### src/rtl/rc4_pkg.sv
// Shared types, constants and the key-byte helper for the RC4 encrypt slice.
package rc4_pkg;

    typedef logic [7:0] byte_t;

    localparam int unsigned S_SIZE    = 256;
    localparam int unsigned KEY_BYTES = 3;
    localparam int unsigned MAX_MSG   = 32;

    typedef enum logic [3:0] {
        KS_IDLE,
        KS_INIT,
        KS_WAIT,
        KSA_SI,
        KSA_SJ,
        KSA_WR_I,
        KSA_WR_J,
        PRGA_SI,
        PRGA_SJ,
        PRGA_WR_I,
        PRGA_WR_J,
        PRGA_F,
        PRGA_OUT
    } ks_state_t;

    typedef enum logic [2:0] {
        ENC_IDLE,
        ENC_KS,
        ENC_PT_WAIT,
        ENC_CT,
        ENC_CT_WR,
        ENC_DONE
    } enc_state_t;

    // key[23:16] is key byte 0, key[7:0] is key byte 2
    function automatic byte_t keybyte(input logic [23:0] key, input byte_t i);
        case (i % 8'(KEY_BYTES))
            8'd0:    keybyte = key[23:16];
            8'd1:    keybyte = key[15:8];
            default: keybyte = key[7:0];
        endcase
    endfunction

endpackage

### src/rtl/rc4_keystream.sv
// RC4 keystream generator: owns the S memory port, runs INIT/KSA/PRGA and
// hands out MSG_LEN keystream bytes over a ks_valid/ks_ready handshake.
module rc4_keystream
    import rc4_pkg::*;
#(
    parameter int unsigned MSG_LEN = 32,
    parameter int unsigned RD_LAT  = 1
) (
    input  logic        clock,
    input  logic        reset,
    input  logic        start,
    input  logic [23:0] key,
    input  logic        ks_ready,
    output logic        ks_valid,
    output logic [7:0]  ks_byte,
    output logic [7:0]  s_address,
    output logic [7:0]  s_data,
    output logic        s_wren,
    input  logic [7:0]  s_q
);

    localparam logic [4:0] LAST_K    = 5'(((MSG_LEN > MAX_MSG) ? MAX_MSG : MSG_LEN) - 1);
    localparam logic [7:0] WAIT_INIT = 8'(RD_LAT - 1);
    localparam byte_t      LAST_I    = 8'(S_SIZE - 1);

    ks_state_t   state, ret;
    byte_t       i, j, si, sj;
    logic [4:0]  k;
    logic [7:0]  wait_cnt;
    logic [23:0] key_q;
    byte_t       j_ksa, j_prga, t_addr;

    always_comb begin
        j_ksa  = j + s_q + keybyte(key_q, i);
        j_prga = j + s_q;
        t_addr = si + sj;
    end

    // Every read parks in KS_WAIT for RD_LAT cycles, then resumes at ret.
    always_ff @(posedge clock) begin
        if (reset) begin
            state     <= KS_IDLE;
            ret       <= KS_IDLE;
            i         <= '0;
            j         <= '0;
            k         <= '0;
            si        <= '0;
            sj        <= '0;
            wait_cnt  <= '0;
            key_q     <= '0;
            ks_valid  <= 1'b0;
            ks_byte   <= '0;
            s_address <= '0;
            s_data    <= '0;
            s_wren    <= 1'b0;
        end else begin
            case (state)
                KS_IDLE: if (start) begin
                    key_q     <= key;
                    i         <= '0;
                    j         <= '0;
                    k         <= '0;
                    s_address <= '0;
                    s_data    <= '0;
                    s_wren    <= 1'b1;
                    state     <= KS_INIT;
                end
                KS_INIT: if (i == LAST_I) begin
                    i         <= '0;
                    j         <= '0;
                    s_wren    <= 1'b0;
                    s_address <= '0;
                    wait_cnt  <= WAIT_INIT;
                    ret       <= KSA_SI;
                    state     <= KS_WAIT;
                end else begin
                    i         <= i + 8'd1;
                    s_address <= i + 8'd1;
                    s_data    <= i + 8'd1;
                end
                KS_WAIT: if (wait_cnt == '0) state <= ret;
                         else wait_cnt <= wait_cnt - 8'd1;
                KSA_SI: begin
                    si        <= s_q;
                    j         <= j_ksa;
                    s_address <= j_ksa;
                    wait_cnt  <= WAIT_INIT;
                    ret       <= KSA_SJ;
                    state     <= KS_WAIT;
                end
                KSA_SJ: begin
                    s_address <= i;
                    s_data    <= s_q;
                    s_wren    <= 1'b1;
                    state     <= KSA_WR_I;
                end
                KSA_WR_I: begin
                    s_address <= j;
                    s_data    <= si;
                    state     <= KSA_WR_J;
                end
                KSA_WR_J: begin
                    s_wren   <= 1'b0;
                    wait_cnt <= WAIT_INIT;
                    state    <= KS_WAIT;
                    if (i == LAST_I) begin
                        i         <= 8'd1;
                        j         <= '0;
                        k         <= '0;
                        s_address <= 8'd1;
                        ret       <= PRGA_SI;
                    end else begin
                        i         <= i + 8'd1;
                        s_address <= i + 8'd1;
                        ret       <= KSA_SI;
                    end
                end
                PRGA_SI: begin
                    si        <= s_q;
                    j         <= j_prga;
                    s_address <= j_prga;
                    wait_cnt  <= WAIT_INIT;
                    ret       <= PRGA_SJ;
                    state     <= KS_WAIT;
                end
                PRGA_SJ: begin
                    sj        <= s_q;
                    s_address <= i;
                    s_data    <= s_q;
                    s_wren    <= 1'b1;
                    state     <= PRGA_WR_I;
                end
                PRGA_WR_I: begin
                    s_address <= j;
                    s_data    <= si;
                    state     <= PRGA_WR_J;
                end
                PRGA_WR_J: begin
                    s_wren    <= 1'b0;
                    s_address <= t_addr;
                    wait_cnt  <= WAIT_INIT;
                    ret       <= PRGA_F;
                    state     <= KS_WAIT;
                end
                PRGA_F: begin
                    ks_byte  <= s_q;
                    ks_valid <= 1'b1;
                    state    <= PRGA_OUT;
                end
                PRGA_OUT: if (ks_ready) begin
                    ks_valid <= 1'b0;
                    if (k == LAST_K) begin
                        state <= KS_IDLE;
                    end else begin
                        k         <= k + 5'd1;
                        i         <= i + 8'd1;
                        s_address <= i + 8'd1;
                        wait_cnt  <= WAIT_INIT;
                        ret       <= PRGA_SI;
                        state     <= KS_WAIT;
                    end
                end
                default: state <= KS_IDLE;
            endcase
        end
    end

endmodule

### src/rtl/rc4_encrypt_fsm.sv
// RC4 encryptor top: reads plaintext, XORs with the keystream, writes ciphertext.
// Optional plaintext charset check enabled by RC4_PT_CHECK_EN (adds pt_invalid).
module rc4_encrypt_fsm
    import rc4_pkg::*;
#(
    parameter int unsigned MSG_LEN = 32,
    parameter int unsigned RD_LAT  = 1
) (
    input  logic        clock,
    input  logic        reset,
    input  logic        start,
    input  logic [23:0] key,
    output logic        busy,
    output logic        done,
    output logic [7:0]  s_address,
    output logic [7:0]  s_data,
    output logic        s_wren,
    input  logic [7:0]  s_q,
    output logic [4:0]  pt_address,
    input  logic [7:0]  pt_q,
    output logic [4:0]  ct_address,
    output logic [7:0]  ct_data,
    output logic        ct_wren
`ifdef RC4_PT_CHECK_EN
    ,
    output logic        pt_invalid
`endif
);

    localparam logic [4:0] LAST_K    = 5'(((MSG_LEN > MAX_MSG) ? MAX_MSG : MSG_LEN) - 1);
    localparam logic [7:0] WAIT_INIT = 8'(RD_LAT - 1);

    enc_state_t state;
    logic [4:0] k;
    byte_t      f;
    logic [7:0] wait_cnt;
    logic       ks_start, ks_ready, ks_valid;
    byte_t      ks_byte;

    // Gating start by IDLE keeps a start during busy from reaching the generator.
    assign ks_start = start && (state == ENC_IDLE);
    assign ks_ready = (state == ENC_KS);

    rc4_keystream #(
        .MSG_LEN (MSG_LEN),
        .RD_LAT  (RD_LAT)
    ) u_keystream (
        .clock     (clock),
        .reset     (reset),
        .start     (ks_start),
        .key       (key),
        .ks_ready  (ks_ready),
        .ks_valid  (ks_valid),
        .ks_byte   (ks_byte),
        .s_address (s_address),
        .s_data    (s_data),
        .s_wren    (s_wren),
        .s_q       (s_q)
    );

    always_ff @(posedge clock) begin
        if (reset) begin
            state      <= ENC_IDLE;
            busy       <= 1'b0;
            done       <= 1'b0;
            k          <= '0;
            f          <= '0;
            wait_cnt   <= '0;
            pt_address <= '0;
            ct_address <= '0;
            ct_data    <= '0;
            ct_wren    <= 1'b0;
`ifdef RC4_PT_CHECK_EN
            pt_invalid <= 1'b0;
`endif
        end else begin
            case (state)
                ENC_IDLE: if (start) begin
                    busy  <= 1'b1;
                    done  <= 1'b0;
                    k     <= '0;
                    state <= ENC_KS;
`ifdef RC4_PT_CHECK_EN
                    pt_invalid <= 1'b0;
`endif
                end
                ENC_KS: if (ks_valid) begin
                    f          <= ks_byte;
                    pt_address <= k;
                    wait_cnt   <= WAIT_INIT;
                    state      <= ENC_PT_WAIT;
                end
                ENC_PT_WAIT: if (wait_cnt == '0) state <= ENC_CT;
                             else wait_cnt <= wait_cnt - 8'd1;
                ENC_CT: begin
                    ct_address <= k;
                    ct_data    <= f ^ pt_q;
                    ct_wren    <= 1'b1;
                    state      <= ENC_CT_WR;
`ifdef RC4_PT_CHECK_EN
                    if ((pt_q < 8'h61 || pt_q > 8'h7A) && pt_q != 8'h20)
                        pt_invalid <= 1'b1;
`endif
                end
                ENC_CT_WR: begin
                    ct_wren <= 1'b0;
                    if (k == LAST_K) begin
                        state <= ENC_DONE;
                    end else begin
                        k     <= k + 5'd1;
                        state <= ENC_KS;
                    end
                end
                ENC_DONE: begin
                    busy  <= 1'b0;
                    done  <= 1'b1;
                    state <= ENC_IDLE;
                end
                default: state <= ENC_IDLE;
            endcase
        end
    end

endmodule

### config.mk
export PLATFORM = sky130hd
export DESIGN_NAME = rc4_encrypt_fsm
export DESIGN_NICKNAME = d
export VERILOG_FILES = /design/src/rtl/rc4_pkg.sv /design/src/rtl/rc4_keystream.sv /design/src/rtl/rc4_encrypt_fsm.sv
export SDC_FILE = /design/constraint.sdc
export NUM_CORES = 1
export LEC_CHECK = 0
export ABC_AREA = 1
export CAP_MARGIN = 10
export CORE_UTILIZATION = 24
export CTS_CLUSTER_SIZE = 8
export DETAILED_ROUTE_END_ITERATION = 12
export GPL_TIMING_DRIVEN = 0
export HOLD_SLACK_MARGIN = 0.08
export PLACE_DENSITY_LB_ADDON = 0.15
export SYNTH_ARGS = -nofsm -noshare
export SYNTH_HDL_FRONTEND = slang
export SYNTH_HIERARCHICAL = 1
export SYNTH_SLANG_ARGS = --single-unit
### constraint.sdc
create_clock -name clock -period 10.39 [get_ports clock]
set_clock_uncertainty 0.15 [all_clocks]
set_input_delay 2.078 -clock clock [delete_from_list [all_inputs] [get_ports clock]]
set_output_delay 2.078 -clock clock [all_outputs]
set_load 0.03 [all_outputs]
==> results.cfg <==
[outcome]
outcome = completed

[cts]
cts_sinks = 147
cts_resized = 0
cts_setup_buffers = 0
clock_latency_ps = 440
cts_tree = done
holdBufCountCts = 0
cts_max_level = 4
cts.clk_slew.worst_paths_ps = 70
clockBufferDepth = 2
numCtsBuffers = 17
root_buffer = clkbuf_16

[die]
die_h_um = 184
start_util = 0.244
pin_count = 81
die-area_sq_mm = 0.0339
design.core.area_sq_mm = 0.0326
die_w_um = 184
row_count = 66

[cells_and_area]
fin_util = 0.304
nFillCells = 3592
final_cell_mix = nand2_1, nor2_1, dfxtp_1
final_common_cell = nand2_1
drive_above_1_share = 0.0794
area_growth_pct = 24.5
num_antenna_cells = 0
nets = 1301

[place]
place_congestion = 0.837
dp_hpwl_um = 19200
io_buffers = 80

[synth]
yosysWarnings = 6
synthesis.area_sq_mm = 0.00797
ys_types = 60
async_flop_share = 0
netlist_instances = 1122
synth_seq_area_share = 0.369
ys.flop_type = dfxtp_1
synth_edf_count = 0
syn-num-nets = 1202
synth-seq-cells = 147
avgSynthCellArea_sq_um = 7.10

[route]
drc = 0
via_count = 7508
routed_via_density = 4.48
wl_um = 24800
post_drt_wl_per_cell_um = 14.8
first_iter_violations = 494
dr.pass1.iters = 5
postRouteAntennaNets = 0

[timing]
tns_ps = 0
drv_slew = 0
relSlewSlack = 0.261
fin_crit_ps = 5990
hold_violations = 0
rsz0062_at_grt = false
finalCritPeriodShare = 0.577
clock.fmax_ghz = 0.167
tightest_slew_ps = 1100
final-setup-viol-count = 0

[setup_path]
worstSetupStartpointType = flip-flop
worstSetupPathType = flip-flop to flip-flop
path_common_cell = nand2_1
cp_max_fo = 7
slowest_stage = dfxtp_1
required_ps = 10610
worstSetupEndpointType = flip-flop
max_stage_delay_ps = 320
worstPathArrival_ps = 6210

[pwr]
powerDensity_mw_per_mm2 = 181
p_leak_nw = 4.04
ir_drop_uv = 121

[global_route]
antenna_found_initial = 0
gr-usage-all-layers = 0.152
grt_overflow_total = 0
grt_pass1_vias = 7165
grt_max_degree = 17
grt_pass1_wl_um = 39500

[flow_run]
drv_cap = 0

[hold_path]
min_path_type = flip-flop to flip-flop
[cells by family (layout without fill, tap and decap cells)]
| family | Yosys count | after routing | share of synthesized area |
|---|---|---|---|
| AOI/OAI and AO/OA | 263 | 263 | 0.186 |
| xor gates and xnor gates | 24 | 24 | 0.0264 |
| adders and majority gates | 37 | 37 | 0.0609 |
| buffers and inverters | 167 | 279 | 0.0828 |
| DFF | 147 | 147 | 0.369 |
| muxes | 1 | 1 | 0.00126 |
| and+or+nand+nor | 483 | 483 | 0.273 |
[final cells by class]
type | count | area, sq um | area share
multi-input cells | 808 | 4360 | 0.440
flip-flops and latches | 147 | 2940 | 0.297
repair buffers | 80 | 801 | 0.0807
well taps | 442 | 553 | 0.0558
inverters | 138 | 526 | 0.0530
clock buffers | 18 | 429 | 0.0433
clock inverters | 14 | 169 | 0.0170
plain buffers | 29 | 134 | 0.0135
[sequential cells by signal (all words and copies together) (netlist names), 3 cells and up]
name                   cells
u_keystream/s_data         8
u_keystream/ks_byte        8
u_keystream/i              8
u_keystream/k              5
u_keystream/s_address      8
ct_address                 5
wait_cnt                   8
u_keystream/sj             8
ct_data                    8
pt_address                 5
state                      3
k                          5
u_keystream/si             8
u_keystream/ret            3
f                          8
u_keystream/state          4
u_keystream/j              8
u_keystream/wait_cnt       8
u_keystream/key_q         24
[power by group]
group	internal, mW	switching [mW]
registers	0.621	0.0386
clock network	0.362	0.281
logic	0.156	0.337
total	1.14	0.656
[worst max-delay path: cells and delay by family (launching register included)]
| family | cells | cell delay (ps) |
|---|---|---|
| AND/OR/NAND/NOR | 27 | 2580 |
| AO/OA/AOI/OAI | 7 | 1250 |
| adder cells (fa/ha/maj) | 3 | 640 |
| buffers and inverters | 7 | 640 |
| flip-flops | 1 | 320 |
| XOR/XNOR | 1 | 230 |
| multiplexers | 1 | 120 |
[stage by stage]
| step | instances | worst slack (ps) | cell area, sq um | total power, mW | hold slack [ps] |
|---|---|---|---|---|---|
| after floorplan | 1122 | 5280 | 7970 | 1.00 | 275 |
| after global placement | 1644 | 4400 | 9320 | 1.17 | 291 |
| after detailed placement | 1644 | 4330 | 9320 | 1.17 | 295 |
| after CTS | 1676 | 4270 | 9920 | 1.82 | 304 |
| after global routing | 1676 | 3570 | 9920 | 1.91 | 316 |
| final | 1676 | 4400 | 9920 | 1.80 | 302 |
[metal layers]
| layer | up-vias | wire (um) | share of wire | track usage |
|---|---|---|---|---|
| li1 | 3904 | - | - | - |
| met1 | 3431 | 11900 | 0.48 | 0.196 |
| met2 | 147 | 11300 | 0.46 | 0.249 |
| met3 | 26 | 1030 | 0.042 | 0.0310 |
| met4 | 0 | 509 | 0.021 | 0.0533 |
| met5 | - | 0 | 0 | 0 |
[Yosys cell counts (3+ instances only)]
cell,count,share of area
inv_1,128,0.060
nand3_2,5,0.0063
inv_2,7,0.0033
nor3_1,11,0.0069
nand2_2,13,0.010
nor3b_1,3,0.0028
nand4_1,5,0.0039
dfxtp_1,147,0.37
o211ai_1,4,0.0038
nand2_4,8,0.011
xnor2_1,8,0.0088
a31oi_1,5,0.0039
o22ai_1,3,0.0024
clkbuf_1,23,0.011
fa_1,3,0.0075
nor2_4,6,0.0085
xor2_1,16,0.018
nand3_1,58,0.036
or2_2,4,0.0031
o21ai_0,86,0.054
o31ai_1,3,0.0028
a221oi_1,3,0.0033
o41ai_1,4,0.0044
o221ai_1,8,0.0088
nor2_1,167,0.079
o21ai_1,8,0.0050
a21oi_2,4,0.0044
a21oi_1,117,0.074
nor2_2,5,0.0039
ha_1,34,0.053
nand2_1,188,0.089
[worst paths after layout]
check	startpoint	end	slack, ps	cells after the start
hold / removal	u_keystream/wait_cnt[0]	u_keystream/wait_cnt[0]	300	1
setup reg to reg	u_keystream/i[7]	u_keystream/s_address[7]	4400	46
setup / recovery	u_keystream/i[7]	u_keystream/s_address[7]	4400	46
hold reg to reg	u_keystream/wait_cnt[0]	u_keystream/wait_cnt[0]	300	1
Note: power is estimated with default switching activity, not from simulation.
